==> config.mk <==
export PLATFORM = sky130hd
export DESIGN_NAME = wb_timer
export DESIGN_NICKNAME = d
export VERILOG_FILES = /design/src/rtl/wb_timer.sv
export SDC_FILE = /design/constraint.sdc
export NUM_CORES = 1
export LEC_CHECK = 0
export CAP_MARGIN = 20
export CELL_PAD_IN_SITES_DETAIL_PLACEMENT = 0
export CELL_PAD_IN_SITES_GLOBAL_PLACEMENT = 2
export CORE_UTILIZATION = 35
export CTS_CLUSTER_SIZE = 24
export DETAILED_ROUTE_END_ITERATION = 7
export PLACE_DENSITY_LB_ADDON = 0.1
export SLEW_MARGIN = 0
export SYNTH_ARGS = -nofsm -noshare
export SYNTH_HDL_FRONTEND = slang
export SYNTH_SLANG_ARGS = --single-unit
==> constraint.sdc <==
create_clock -name clk_i -period 3.2 [get_ports clk_i]
set_input_delay 0.64 -clock clk_i [delete_from_list [all_inputs] [get_ports clk_i]]
set_output_delay 0.64 -clock clk_i [all_outputs]
set_load 0.01 [all_outputs]
==> src/rtl/wb_timer.sv <==
// Wishbone-classic timer slave: prescaler, 32-bit up-counter with compare
// match, one-shot or auto-reload, level interrupt for the picorv32 irq vector.
module wb_timer #(
  parameter int PRESCALE_WIDTH = 16
) (
  input  logic        clk_i,
  input  logic        rst_i,
  input  logic        wb_cyc_i,
  input  logic        wb_stb_i,
  input  logic        wb_we_i,
  input  logic [31:0] wb_adr_i,
  input  logic [31:0] wb_dat_i,
  input  logic [3:0]  wb_sel_i,
  output logic [31:0] wb_dat_o,
  output logic        wb_ack_o,
  output logic        irq_o
);

  logic                      en;
  logic                      auto_reload;
  logic                      irq_en;
  logic [PRESCALE_WIDTH-1:0] prescale;
  logic [PRESCALE_WIDTH-1:0] psc;
  logic [31:0]               compare;
  logic [31:0]               count;
  logic                      pend;

  // Handshake: a request is cyc & stb sampled while ack is low; ack is raised
  // for one cycle on that edge and is then forced low for one cycle, so a
  // master holding stb gets at most one access every two cycles.
  logic       access;
  logic       wr;
  logic [2:0] idx;
  assign access = wb_cyc_i & wb_stb_i & ~wb_ack_o;
  assign wr     = access & wb_we_i;
  assign idx    = wb_adr_i[4:2];

  logic unused_adr;
  assign unused_adr = ^{wb_adr_i[31:5], wb_adr_i[1:0]};

  logic wr_ctrl, wr_psc, wr_cmp, wr_cnt, wr_sts;
  assign wr_ctrl = wr && (idx == 3'd0) && wb_sel_i[0];
  assign wr_psc  = wr && (idx == 3'd1);
  assign wr_cmp  = wr && (idx == 3'd2);
  assign wr_cnt  = wr && (idx == 3'd3);
  assign wr_sts  = wr && (idx == 3'd4) && wb_sel_i[0];

  logic [31:0] lane_mask;
  always_comb begin
    lane_mask = '0;
    for (int b = 0; b < 4; b++) begin
      lane_mask[b*8 +: 8] = {8{wb_sel_i[b]}};
    end
  end

  function automatic logic [31:0] merge(input logic [31:0] old_v,
                                        input logic [31:0] new_v,
                                        input logic [31:0] mask);
    return (old_v & ~mask) | (new_v & mask);
  endfunction

  logic [PRESCALE_WIDTH-1:0] prescale_wr;
  always_comb begin
    prescale_wr = prescale;
    for (int i = 0; i < PRESCALE_WIDTH; i++) begin
      if (lane_mask[i]) prescale_wr[i] = wb_dat_i[i];
    end
  end

  logic tick;
  logic match;
  logic hw_hit;
  assign tick   = en && (psc == prescale);
  assign match  = (count == compare);
  // A software COUNT write on a tick edge suppresses the compare entirely.
  assign hw_hit = tick && match && !wr_cnt;

  logic [31:0] rd_data;
  always_comb begin
    case (idx)
      3'd0:    rd_data = {29'd0, irq_en, auto_reload, en};
      3'd1:    rd_data = 32'(prescale);
      3'd2:    rd_data = compare;
      3'd3:    rd_data = count;
      3'd4:    rd_data = {31'd0, pend};
      default: rd_data = 32'd0;
    endcase
  end

  always_ff @(posedge clk_i) begin
    if (rst_i) begin
      wb_ack_o    <= 1'b0;
      wb_dat_o    <= 32'd0;
      en          <= 1'b0;
      auto_reload <= 1'b0;
      irq_en      <= 1'b0;
      prescale    <= '0;
      psc         <= '0;
      compare     <= 32'hFFFF_FFFF;
      count       <= 32'd0;
      pend        <= 1'b0;
    end else begin
      wb_ack_o <= access;
      wb_dat_o <= access ? rd_data : 32'd0;

      if (wr_psc || (wr_ctrl && wb_dat_i[0] && !en) || !en || tick) begin
        psc <= '0;
      end else begin
        psc <= psc + 1'b1;
      end

      if (wr_ctrl) begin
        en          <= wb_dat_i[0];
        auto_reload <= wb_dat_i[1];
        irq_en      <= wb_dat_i[2];
      end
      if (hw_hit && !auto_reload) en <= 1'b0;

      if (wr_psc) prescale <= prescale_wr;
      if (wr_cmp) compare  <= merge(compare, wb_dat_i, lane_mask);

      if (wr_cnt) begin
        count <= merge(count, wb_dat_i, lane_mask);
      end else if (tick) begin
        if (match) begin
          if (auto_reload) count <= 32'd0;
        end else begin
          count <= count + 32'd1;
        end
      end

      // Hardware set is written last so it wins over a same-cycle clear.
      if (wr_sts && wb_dat_i[0]) pend <= 1'b0;
      if (hw_hit)                pend <= 1'b1;
    end
  end

  assign irq_o = pend & irq_en;

endmodule

* Yosys cells after proc, flatten, opt, wreduce, memory -nomap -nowiden
Cells that the tools add are included.
** Cells by class
- Reductions and logical operators :: 29
- Muxes and demuxes :: 7
- Bitwise gates (word level) :: 12
- Equal/unequal tests :: 7
- $add $sub $neg :: 2
** Operators by type and width (count)
- case mux 32 bit (5 select lines) :: 1
- two-way mux 32 bit :: 4
- bitwise AND 32 bit :: 3
- OR 32 bit :: 2
- adder 32 x 1 -> 32 bit (second input constant) :: 1
- equality test 32 bit :: 1
- NOT 32 bit :: 1
- adder 16 x 1 -> 16 bit (second input constant) :: 1
- equality test 16 bit :: 1
- logical AND 1 bit :: 14
- equality test 3 x 2 -> 1 bit (second input constant) :: 2
- AND reduction 2 bit :: 3
- OR reduction 2 bit :: 3
- bitwise AND 1 bit :: 4
- nonzero test 2 bit :: 2
- equality test 3 x 1 -> 1 bit (second input constant) :: 1
- equality test 3 bit (second input constant) :: 1
- logical NOT 1 bit :: 3
- logical NOT 3 bit :: 1
- logical OR 1 bit :: 3
- != test 3 bit (second input constant) :: 1
- two-way mux 1 bit :: 2
- NOT 1 bit :: 2
** Storage, ports and cells
- Register bits :: 133
- Word-level logic and storage cells :: 68
- Bits of input ports :: 73

* Logic depth before layout (Yosys ltp)
- Depth in word-level cells :: 11
- Mapped depth :: 10
- Depth with buffers taken out :: 8

* Worst setup path before layout
OpenSTA, ideal clock, no wires.
- Path kind :: in2reg
- Start point :: in wb_cyc_i
- End point :: reg (tool-made name)
- Cell stages on the path :: 9
- Path slack :: 1.028 ns
- Buffers on the path :: 3
- Arrival :: 2.086 ns
- Cells stage by stage :: and4b_1 > and2_1 > clkbuf_1 > nor3_4 > and2_4 > buf_6 > buf_4 > nor3_1 > a211oi_1
** RTL lines
- from (decl) :: line 8 : input logic wb_cyc_i,

==> summary.txt <==
Outcome
  • Outcome: completed

Worst setup path
  • WP buf/inv: 1
  • Stages on the worst setup path: 7
  • Critical Path Max Stage Delay: 470 ps
  • Top fanout value on the critical path: 18
  • Critical path's top delay family: simple AND/OR/NAND/NOR gates
  • CP required: 3530 ps
  • Endpoint class of the critical path: flip-flop
  • CP max stage cell: clkdlybuf4s50_1
  • Worst Setup Start Kind: input pin
  • Critical path class: input pin to flip-flop
  • R2R cell count: 7
  • Worst-path cell chain: clkdlybuf4s50_1 > and3b_1 > and2_1 > nor3_4 > and2_4 > nor2_1 > o32ai_1
  • Crit path arrival time: slightly below 3000 ps

CTS
  • CTS Buf Count: 17
  • Hold_buf cts: 0
  • Clock Tree Root: clkbuf_16
  • CTS clk-pin slew, worst paths: ~60 ps
  • CTS H-tree lvls: 4
  • CTS tree: yes
  • Post-CTS Resized: 0
  • Clk_lat worst skew: 430 ps
  • CTS sink cnt: 133
  • Post-CTS Setup Bufs: 0
  • Largest buffer count on any clock path: 2

Routing
  • Vias: 5991
  • Final WL: ~22000 um
  • DRT Pass-1 Iters: 5
  • Initial drt markers: 379
  • Vias per cell: ~5.3
  • Mean routed wirelength per cell: 19.6 um
  • DRC viols: 0
  • Post-route ant nets: 0

Synth
  • Netlist cell types: 64
  • Asr flop ratio synth: 0%
  • Avg Inst Size Synth: 8.60 sq um
  • Post-Synthesis Cell Area: 6790 sq um
  • FF+latch count, synth: 133
  • Cell count after synthesis: 790
  • Top cells by area, synth: dfxtp_1 (39%), xnor2_1 (6.3%), nand2_1 (5.5%)
  • Leading post-synthesis cells by instance count: dfxtp_1 (133), nand2_1 (99), nor2_1 (88)
  • Post-Syn Nets: 865
  • Ys flop type: dfxtp_1
  • Post-synth EDFFs: 0
  • Most common cell in the netlist: dfxtp_1
  • Area leader, netlist: dfxtp_1
  • Yosys warns: 0
  • Sequential fraction of the synthesis area: between 30 and 40%
  • Post-synth top area share: 39.2%

Die
  • FP Rows: 50
  • Full die area: between 15000 and 20000 sq um
  • Core area: 18800 sq um
  • Die X: 141 um
  • IO Pins: between 100 and 150
  • Chip Height: about 140 um
  • Initial Util: 36.1%

Power and ir drop
  • Clock Power Share: 52.3%
  • Switch Pwr: 0.000938 W
  • Worst vdd ir: 369 uV
  • Pint: 0.00309 W
  • Net Sw Frac: 23.3%
  • Combinational share of power: 5.9%
  • Seq pwr share: 41.8%
  • Cell Pwr Density: a little under 500 nW/um^2
  • Leakage Power: roughly 3.3 nW

Global route
  • Initial antenna violation count: 0
  • First-pass GRT wire length: 33900 um
  • Pin count of the biggest net entering global routing: 51
  • Remaining global-route overflow: 0
  • GRT Total Usage: a little under a quarter
  • Vias in the first global route: 5904

STA
  • Final worst slack: 647 ps
  • Max frequency: 392 MHz
  • Unrepaired setup endpoints after global routing: no
  • Final Hold Viols: 0
  • Clk_skew: between 9 and 10 ps
  • Final Critical Period: 2550 ps
  • Worst-Margin Slew: 717 ps
  • Final slew viol count: 0
  • Fin crit share: 79.8%
  • Setup-failing EPs final: 0
  • Max transition margin: a little over half
  • Fin Setup TNS: 0 ps

Cells and area
  • Ratio of cells with drive above 1 in the final layout: 9.64%
  • ANT cells: 0
  • Finished layout cell area: 8390 sq um
  • Nets: 923
  • Area growth syn-to-layout: 23.5%

Placed design
  • Placed Area: 7760 sq um
  • I/O Buffers: 77
  • Gpl congestion: 0.829
  • Dpl ws: 186 ps
  • HPWL Detailed: approximately 16000 um

Job
  • Max_cap viols: 0

Hold path
  • Hold crit path type: flip-flop to flip-flop
  • Min-Delay Path Depth: 1
worst paths after layout:
| check | from | to | slack, ps |
|---|---|---|---|
| worst max-delay path | wb_adr_i[4] | flip-flop | 650 |
| worst min-delay path | psc[0] | psc[0] | 490 |
| worst max register to register | flip-flop | flip-flop | 730 |
| worst min register to register | psc[0] | psc[0] | 490 |
worst register-to-register path, delay by kind of cell, from the launching register on:
kind / cells / cell delay [ps]
simple gates: 5 / 1510
compound gates: 1 / 150
flops: 1 / 490
xor+xnor: 1 / 200
power groups by stage:
stage                     clock network (W)  logic [W]  registers [W]
after detailed placement                  0   0.000236        0.00172
final                               0.00211   0.000236        0.00168
after global routing                0.00223   0.000252        0.00169
after global placement                    0   0.000236        0.00172
after CTS                           0.00215   0.000238        0.00168
after floorplan                           0   0.000117        0.00171
stage by stage:
stage / hold slack (ps) / total power, W / utilization [%] / std cells
floorplan: 447 / 0.00183 / - / 790
global placement: 464 / 0.00196 / 41.2 / 1089
finish: 489 / 0.00403 / 44.6 / 1121
CTS: 495 / 0.00407 / 44.6 / 1121
detailed placement: 477 / 0.00196 / 41.2 / 1089
global route: 520 / 0.00417 / 44.6 / 1121
layout make-up:
type | count | area [sq um]
Fill cell | 1876 | 10400
Multi-Input combinational cell | 591 | 3840
Sequential cell | 133 | 2660
Timing Repair Buffer | 95 | 901
Clock buffer | 17 | 425
Tap cell | 260 | 325
Clock inverter | 15 | 201
Inverter | 10 | 37.5
logic make-up after synthesis:
| family | share of synthesized area [%] |
|---|---|
| muxes | 7.11 |
| AOI/OAI and AO/OA | 12.5 |
| DFF | 39.2 |
| xor gates and xnor gates | 10.0 |
| and+or+nand+nor | 26.4 |
| adders and majority gates | 0.368 |
| buffers and inverters | 4.37 |
metal layers:
layer / vias to the layer above / track usage (%) / share of wire, %
met1: 2885 / 31.5 / 49
met5: - / 0 / 0
met4: 0 / 7.55 / 2.1
li1: 2897 / - / -
met2: 180 / 35.4 / 45
met3: 29 / 4.59 / 4.8
cells in the final DEF (no fill, tap or decap), types with 7 or more instances in the layout:
master	synthesis	layout
xor2_1	25	25
nor3_1	25	25
a21oi_1	13	13
nand2b_1	15	15
xnor2_1	49	49
a211oi_1	15	15
nand3_1	25	25
a22oi_1	33	33
clkdlybuf4s50_1	0	76
a31oi_1	7	7
nand3b_1	24	24
mux2_2	14	14
mux2i_1	28	28
clkbuf_16	0	17
inv_1	10	10
dfxtp_1	133	133
buf_4	1	18
nand4_1	19	19
nand2_1	99	99
and3_1	16	16
o21ai_0	14	14
nor2_1	88	88
No activity file was read; power rests on OpenSTA's default activity.
